**src/rtl/seg7_pkg.sv**
```systemverilog
// seg7_pkg: segment bit positions, digit segment patterns and special codes for the 7-segment capture path
package seg7_pkg;
  localparam int SEG_A  = 7;
  localparam int SEG_B  = 6;
  localparam int SEG_C  = 5;
  localparam int SEG_D  = 4;
  localparam int SEG_E  = 3;
  localparam int SEG_F  = 2;
  localparam int SEG_G  = 1;
  localparam int SEG_DP = 0;
  localparam logic [6:0] SEG_D0    = 7'b1111110;
  localparam logic [6:0] SEG_D1    = 7'b0110000;
  localparam logic [6:0] SEG_D2    = 7'b1101101;
  localparam logic [6:0] SEG_D3    = 7'b1111001;
  localparam logic [6:0] SEG_D4    = 7'b0110011;
  localparam logic [6:0] SEG_D5    = 7'b1011011;
  localparam logic [6:0] SEG_D6    = 7'b1011111;
  localparam logic [6:0] SEG_D7    = 7'b1110000;
  localparam logic [6:0] SEG_D8    = 7'b1111111;
  localparam logic [6:0] SEG_D9    = 7'b1111011;
  localparam logic [6:0] SEG_BLANK = 7'b0000001;
  localparam logic [3:0] CODE_BLANK   = 4'hF;
  localparam logic [3:0] CODE_INVALID = 4'hE;
endpackage

```
**src/rtl/seg7_pattern_decode.sv**
```systemverilog
// seg7_pattern_decode: maps one a..g+dot segment pattern to a BCD code, dot and error flag
module seg7_pattern_decode
  import seg7_pkg::*;
(
  input  logic [7:0] pat,
  output logic [3:0] code,
  output logic       dot,
  output logic       err
);
  // pattern lookup; anything outside the ten digits and the dash is flagged invalid
  always_comb begin
    code = CODE_INVALID;
    err  = 1'b0;
    dot  = pat[SEG_DP];
    case (pat[SEG_A:SEG_G])
      SEG_D0:    code = 4'd0;
      SEG_D1:    code = 4'd1;
      SEG_D2:    code = 4'd2;
      SEG_D3:    code = 4'd3;
      SEG_D4:    code = 4'd4;
      SEG_D5:    code = 4'd5;
      SEG_D6:    code = 4'd6;
      SEG_D7:    code = 4'd7;
      SEG_D8:    code = 4'd8;
      SEG_D9:    code = 4'd9;
      SEG_BLANK: code = CODE_BLANK;
      default:   err  = 1'b1;
    endcase
  end
endmodule

```
**src/rtl/seg7_capture_decoder.sv**
```systemverilog
// seg7_capture_decoder: debounced capture of a multiplexed 7-segment bus into valid/ack frames; SEG7CAP_ACTIVE_LOW_EN selects common-anode (inverted) inputs
module seg7_capture_decoder
  import seg7_pkg::*;
#(
  parameter int NDIG       = 4,
  parameter int STABLE_CYC = 4
) (
  input  logic              clk,
  input  logic              rst,
  input  logic [7:0]        seg_in,
  input  logic [NDIG-1:0]   dig_sel,
  output logic [4*NDIG-1:0] bcd_out,
  output logic [NDIG-1:0]   dot_out,
  output logic [NDIG-1:0]   err_out,
  output logic              frame_valid,
  input  logic              frame_ack,
  output logic              overrun
);
  logic [7:0]        in_seg;
  logic [NDIG-1:0]   in_sel;
`ifdef SEG7CAP_ACTIVE_LOW_EN
  assign in_seg = ~seg_in;
  assign in_sel = ~dig_sel;
`else
  assign in_seg = seg_in;
  assign in_sel = dig_sel;
`endif
  logic [7:0]        s_seg_q, s_seg_d;
  logic [NDIG-1:0]   s_sel_q, s_sel_d;
  logic [7:0]        cnt_q, cnt_d;
  logic [NDIG-1:0]   mask_q, mask_d;
  logic [4*NDIG-1:0] wbcd_q, wbcd_d, bcd_q, bcd_d;
  logic [NDIG-1:0]   wdot_q, wdot_d, werr_q, werr_d;
  logic [NDIG-1:0]   dot_q, dot_d, err_q, err_d;
  logic              fv_q, fv_d, ov_q, ov_d;
  logic              same, onehot, cap, full, load;
  logic [3:0]        dec_code;
  logic              dec_dot, dec_err;
  seg7_pattern_decode u_dec (
    .pat  (s_seg_q),
    .code (dec_code),
    .dot  (dec_dot),
    .err  (dec_err)
  );
  // stability count, capture into the working set, frame completion and handshake
  always_comb begin
    s_seg_d = in_seg;
    s_sel_d = in_sel;
    same    = (in_seg == s_seg_q) && (in_sel == s_sel_q);
    cnt_d   = !same ? 8'd0 : (cnt_q == 8'(STABLE_CYC)) ? cnt_q : cnt_q + 8'd1;
    onehot  = (s_sel_q != '0) && ((s_sel_q & (s_sel_q - 1'b1)) == '0);
    cap     = same && (cnt_q == 8'(STABLE_CYC - 1)) && onehot;
    full    = &mask_q;
    mask_d  = (full ? '0 : mask_q) | (cap ? s_sel_q : '0);
    wbcd_d  = wbcd_q;
    wdot_d  = wdot_q;
    werr_d  = werr_q;
    for (int i = 0; i < NDIG; i++)
      if (cap && s_sel_q[i]) begin
        wbcd_d[4*i+:4] = dec_code;
        wdot_d[i]      = dec_dot;
        werr_d[i]      = dec_err;
      end
    load  = full && (!fv_q || frame_ack);
    bcd_d = load ? wbcd_q : bcd_q;
    dot_d = load ? wdot_q : dot_q;
    err_d = load ? werr_q : err_q;
    fv_d  = load || (fv_q && !frame_ack);
    ov_d  = ov_q || (full && fv_q && !frame_ack);
  end
  // state registers
  always_ff @(posedge clk) begin
    if (rst) begin
      s_seg_q <= '0;
      s_sel_q <= '0;
      cnt_q   <= '0;
      mask_q  <= '0;
      wbcd_q  <= '0;
      wdot_q  <= '0;
      werr_q  <= '0;
      bcd_q   <= '0;
      dot_q   <= '0;
      err_q   <= '0;
      fv_q    <= 1'b0;
      ov_q    <= 1'b0;
    end else begin
      s_seg_q <= s_seg_d;
      s_sel_q <= s_sel_d;
      cnt_q   <= cnt_d;
      mask_q  <= mask_d;
      wbcd_q  <= wbcd_d;
      wdot_q  <= wdot_d;
      werr_q  <= werr_d;
      bcd_q   <= bcd_d;
      dot_q   <= dot_d;
      err_q   <= err_d;
      fv_q    <= fv_d;
      ov_q    <= ov_d;
    end
  end
  assign bcd_out     = bcd_q;
  assign dot_out     = dot_q;
  assign err_out     = err_q;
  assign frame_valid = fv_q;
  assign overrun     = ov_q;
endmodule

```
**config.mk**
```make
export PLATFORM = sky130hd
export DESIGN_NAME = seg7_capture_decoder
export DESIGN_NICKNAME = d
export VERILOG_FILES = /design/src/rtl/seg7_pkg.sv /design/src/rtl/seg7_pattern_decode.sv /design/src/rtl/seg7_capture_decoder.sv
export SDC_FILE = /design/constraint.sdc
export NUM_CORES = 1
export LEC_CHECK = 0
export ABC_AREA = 1
export CAP_MARGIN = 5
export CORE_ASPECT_RATIO = 0.9
export CORE_UTILIZATION = 50
export DETAILED_ROUTE_END_ITERATION = 10
export GPL_TIMING_DRIVEN = 0
export HOLD_SLACK_MARGIN = 0.08
export PLACE_DENSITY = 0.76
export SKIP_CTS_REPAIR_TIMING = 1
export SLEW_MARGIN = 30
export SYNTH_ARGS = -nofsm -noshare
export SYNTH_HDL_FRONTEND = slang
export SYNTH_SLANG_ARGS = --single-unit
export TNS_END_PERCENT = 1
```
**constraint.sdc**
```tcl
create_clock -name clk -period 1.59 [get_ports clk]
set_clock_uncertainty 0.1 [all_clocks]
set_input_delay 0.159 -clock clk [delete_from_list [all_inputs] [get_ports clk]]
set_output_delay 0.159 -clock clk [all_outputs]
set_load 0.005 [all_outputs]
```
==> results <==
==> final cells by class <==
type	count	area, sq um	area share
well taps	87	109	0.0249
repair buffers	52	547	0.125
multi-input cells	313	1570	0.358
plain buffers	17	153	0.0349
inverters	72	273	0.0624
clock buffers	10	128	0.0292
flip-flops and latches	74	1510	0.345
clock inverters	6	90.1	0.0206
==> flip-flops by register name, summed over array words and instances, names as in the netlist, 4 cells and up <==
register  cells
wdot_q        4
s_seg_q       8
err_out       4
dot_out       4
mask_q        4
wbcd_q       16
werr_q        4
bcd_out      16
s_sel_q       4
cnt_q         8
==> stage by stage <==
step	instance area (sq um)	cells	setup TNS, ns
after detailed placement	3830	602	-19.51
after global routing	4370	631	-6.62
final	4370	631	-2.72
after global placement	3830	602	-16.97
after floorplan	3330	476	0
after CTS	4050	618	-10.19
==> worst paths after layout <==
path	start	end	slack, ns	depth (start not counted)
max reg2reg	s_seg_q[0]	wbcd_q[1]	-0.16	11
min	rst	s_seg_q[4]	0.08	2
min reg2reg	wbcd_q[6]	bcd_out[6]	0.36	2
max	s_seg_q[0]	wbcd_q[1]	-0.16	11
==> worst max-delay path, cell delays in order, from the launching register on <==
cell       delay, ns
dfxtp_2         0.33
buf_6           0.10
inv_1           0.03
nand2_1         0.04
nand2_1         0.06
nor2_2          0.11
nand2_2         0.09
nor2_8          0.20
nand4_4         0.16
clkbuf_16       0.20
nor2_1          0.13
nor2_1          0.07
==> per-layer routing <==
metal | track usage | up-vias | wire length, microns
met5 | 0 | - | 0
met4 | 0.0689 | 0 | 129
met3 | 0.0686 | 14 | 413
met2 | 0.378 | 71 | 3920
met1 | 0.293 | 1431 | 3500
li1 | - | 1588 | -
==> power breakdown <==
group	internal, mW	switching, mW
Sequential	1.86	0.0268
Clock	0.889	0.700
Combinational	0.0956	0.133
==> placed cells by master (no fill, tap or decap), drive strengths merged <==
master / count
a21oi: 33
a31oi: 3
buf: 21
bufinv: 2
clkbuf: 19
clkdlybuf4s50: 39
clkinv: 2
clkinvlp: 1
dfxtp: 74
ha: 2
inv: 73
nand2: 121
nand3: 22
nand3b: 1
nand4: 7
nor2: 85
nor3: 4
nor3b: 1
o21ai: 25
or2: 1
xnor2: 5
xor2: 3
==> logic make-up after synthesis <==
kind of cell,after synthesis,synth area share
AO/OA/AOI/OAI,61,0.0931
XOR/XNOR,8,0.0211
adder cells (fa/ha/maj),2,0.00753
buffers and inverters,89,0.116
flip-flops,74,0.446
AND/OR/NAND/NOR,242,0.316
==> impl_metrics.py <==
metrics = {
    "status": {
        "outcome": "finished with violations",
        "violations": "negative setup slack",
    },
    "detailed_routing": {
        "vias_per_cell": 4.92,
        "wl_per_cell_microns": 12.6,
        "first_pass_iters": 4,
        "drc": 0,
        "dr_total_vias": 3104,
        "drt_iter0_drc": 191,
        "antenna_left": 0,
        "drt_wl_total_mm": 7.96,
    },
    "global_route": {
        "grt_pass1_wl_mm": 12.3,
        "antenna_found_initial": 0,
        "grt_pass1_vias": 2766,
        "grt_use_total": 0.232,
        "grt_max_degree": 14,
        "grt.overflow.total": 0,
    },
    "logic_synthesis": {
        "synth_edf_count": 0,
        "synth_top_area_frac": 0.446,
        "ys.warnings.count": 0,
        "synthArstFlopShare": 0,
        "synth_top_flop_cell": "dfxtp_1",
        "synth_cell_type_count": 30,
        "ys_seq_area_frac": 0.446,
        "syn_inst": 476,
        "yosys-top-cells-count": "117 x nand2_1, 80 x nor2_1, 74 x dfxtp_1",
        "synth_top_cells_by_area": "dfxtp_1 45%, nand2_1 13%, nor2_1 9.0%",
        "syn_area_per_cell_sq_um": 6.98,
        "syn_nets": 493,
        "syn-cell-area_sq_um": 3320,
        "yosys.area.top_type": "dfxtp_1",
        "yosysMostFrequentCell": "nand2_1",
        "synth-seq-cells": 74,
    },
    "worst_hold_path": {
        "min-delay-path-class": "input pin to register",
    },
    "cells_and_area": {
        "finalCoreUtilization": 0.700,
        "syn_to_final_growth_pct": 31.7,
        "nets": 556,
        "num-fill-cells": 507,
        "num_antenna_cells": 0,
        "final_layout_size_suffix_gt1_frac": 0.164,
    },
    "place": {
        "dp_hpwl_mm": 5.26,
        "dp_slack_ns": -0.477,
        "gp_congestion": 0.870,
        "portBuffers": 39,
    },
    "sta": {
        "tightest_slew_ns": 0.497,
        "hold_viol": 0,
        "hold_slack_ns": 0.0843,
        "slew_violations": 0,
        "final-setup-viol-count": 31,
        "finalCritPeriodShare": 1.10,
        "setup_slack_ns": -0.163,
        "rsz0062_at_grt": "true",
        "maxSlewHeadroom": 0.668,
        "period_needed_ns": 1.75,
        "max_freq_ghz": 0.570,
    },
    "clock_tree": {
        "clock-root-buffer": "clkbuf_8",
        "cts_tree": "built",
        "numCtsBuffers": 9,
        "clk_latency_ns": 0.35,
        "clock-sinks": 74,
        "htreeDepth": 3,
        "clockBufferDepth": 2,
        "cts.clk_slew.worst_paths_ns": 0.07,
    },
    "pwr": {
        "total_power_mw": 3.71,
        "vdd_drop_max_mv": 0.606,
        "p_leak_nw": 2.05,
        "p_per_area_nw_per_um2": 848,
    },
    "setup_path": {
        "cp.required_ns": 1.72,
        "worstPathArrival_ns": 1.89,
        "cp-start-kind": "register",
        "path_class": "register to register",
        "path_max_fanout": 6,
        "cp-end-kind": "register",
    },
    "floorplanning": {
        "rows": 27,
        "die_area_sq_um": 6970,
        "die_y_microns": 79.3,
        "fp.dieW_microns": 87.9,
        "floorplan.initialDensity": 0.531,
        "io_pins": 41,
        "core_region_area_sq_um": 6250,
    },
    "run": {
        "maxCapViolCount": 0,
    },
}
Power figures use the tool's default switching activity.
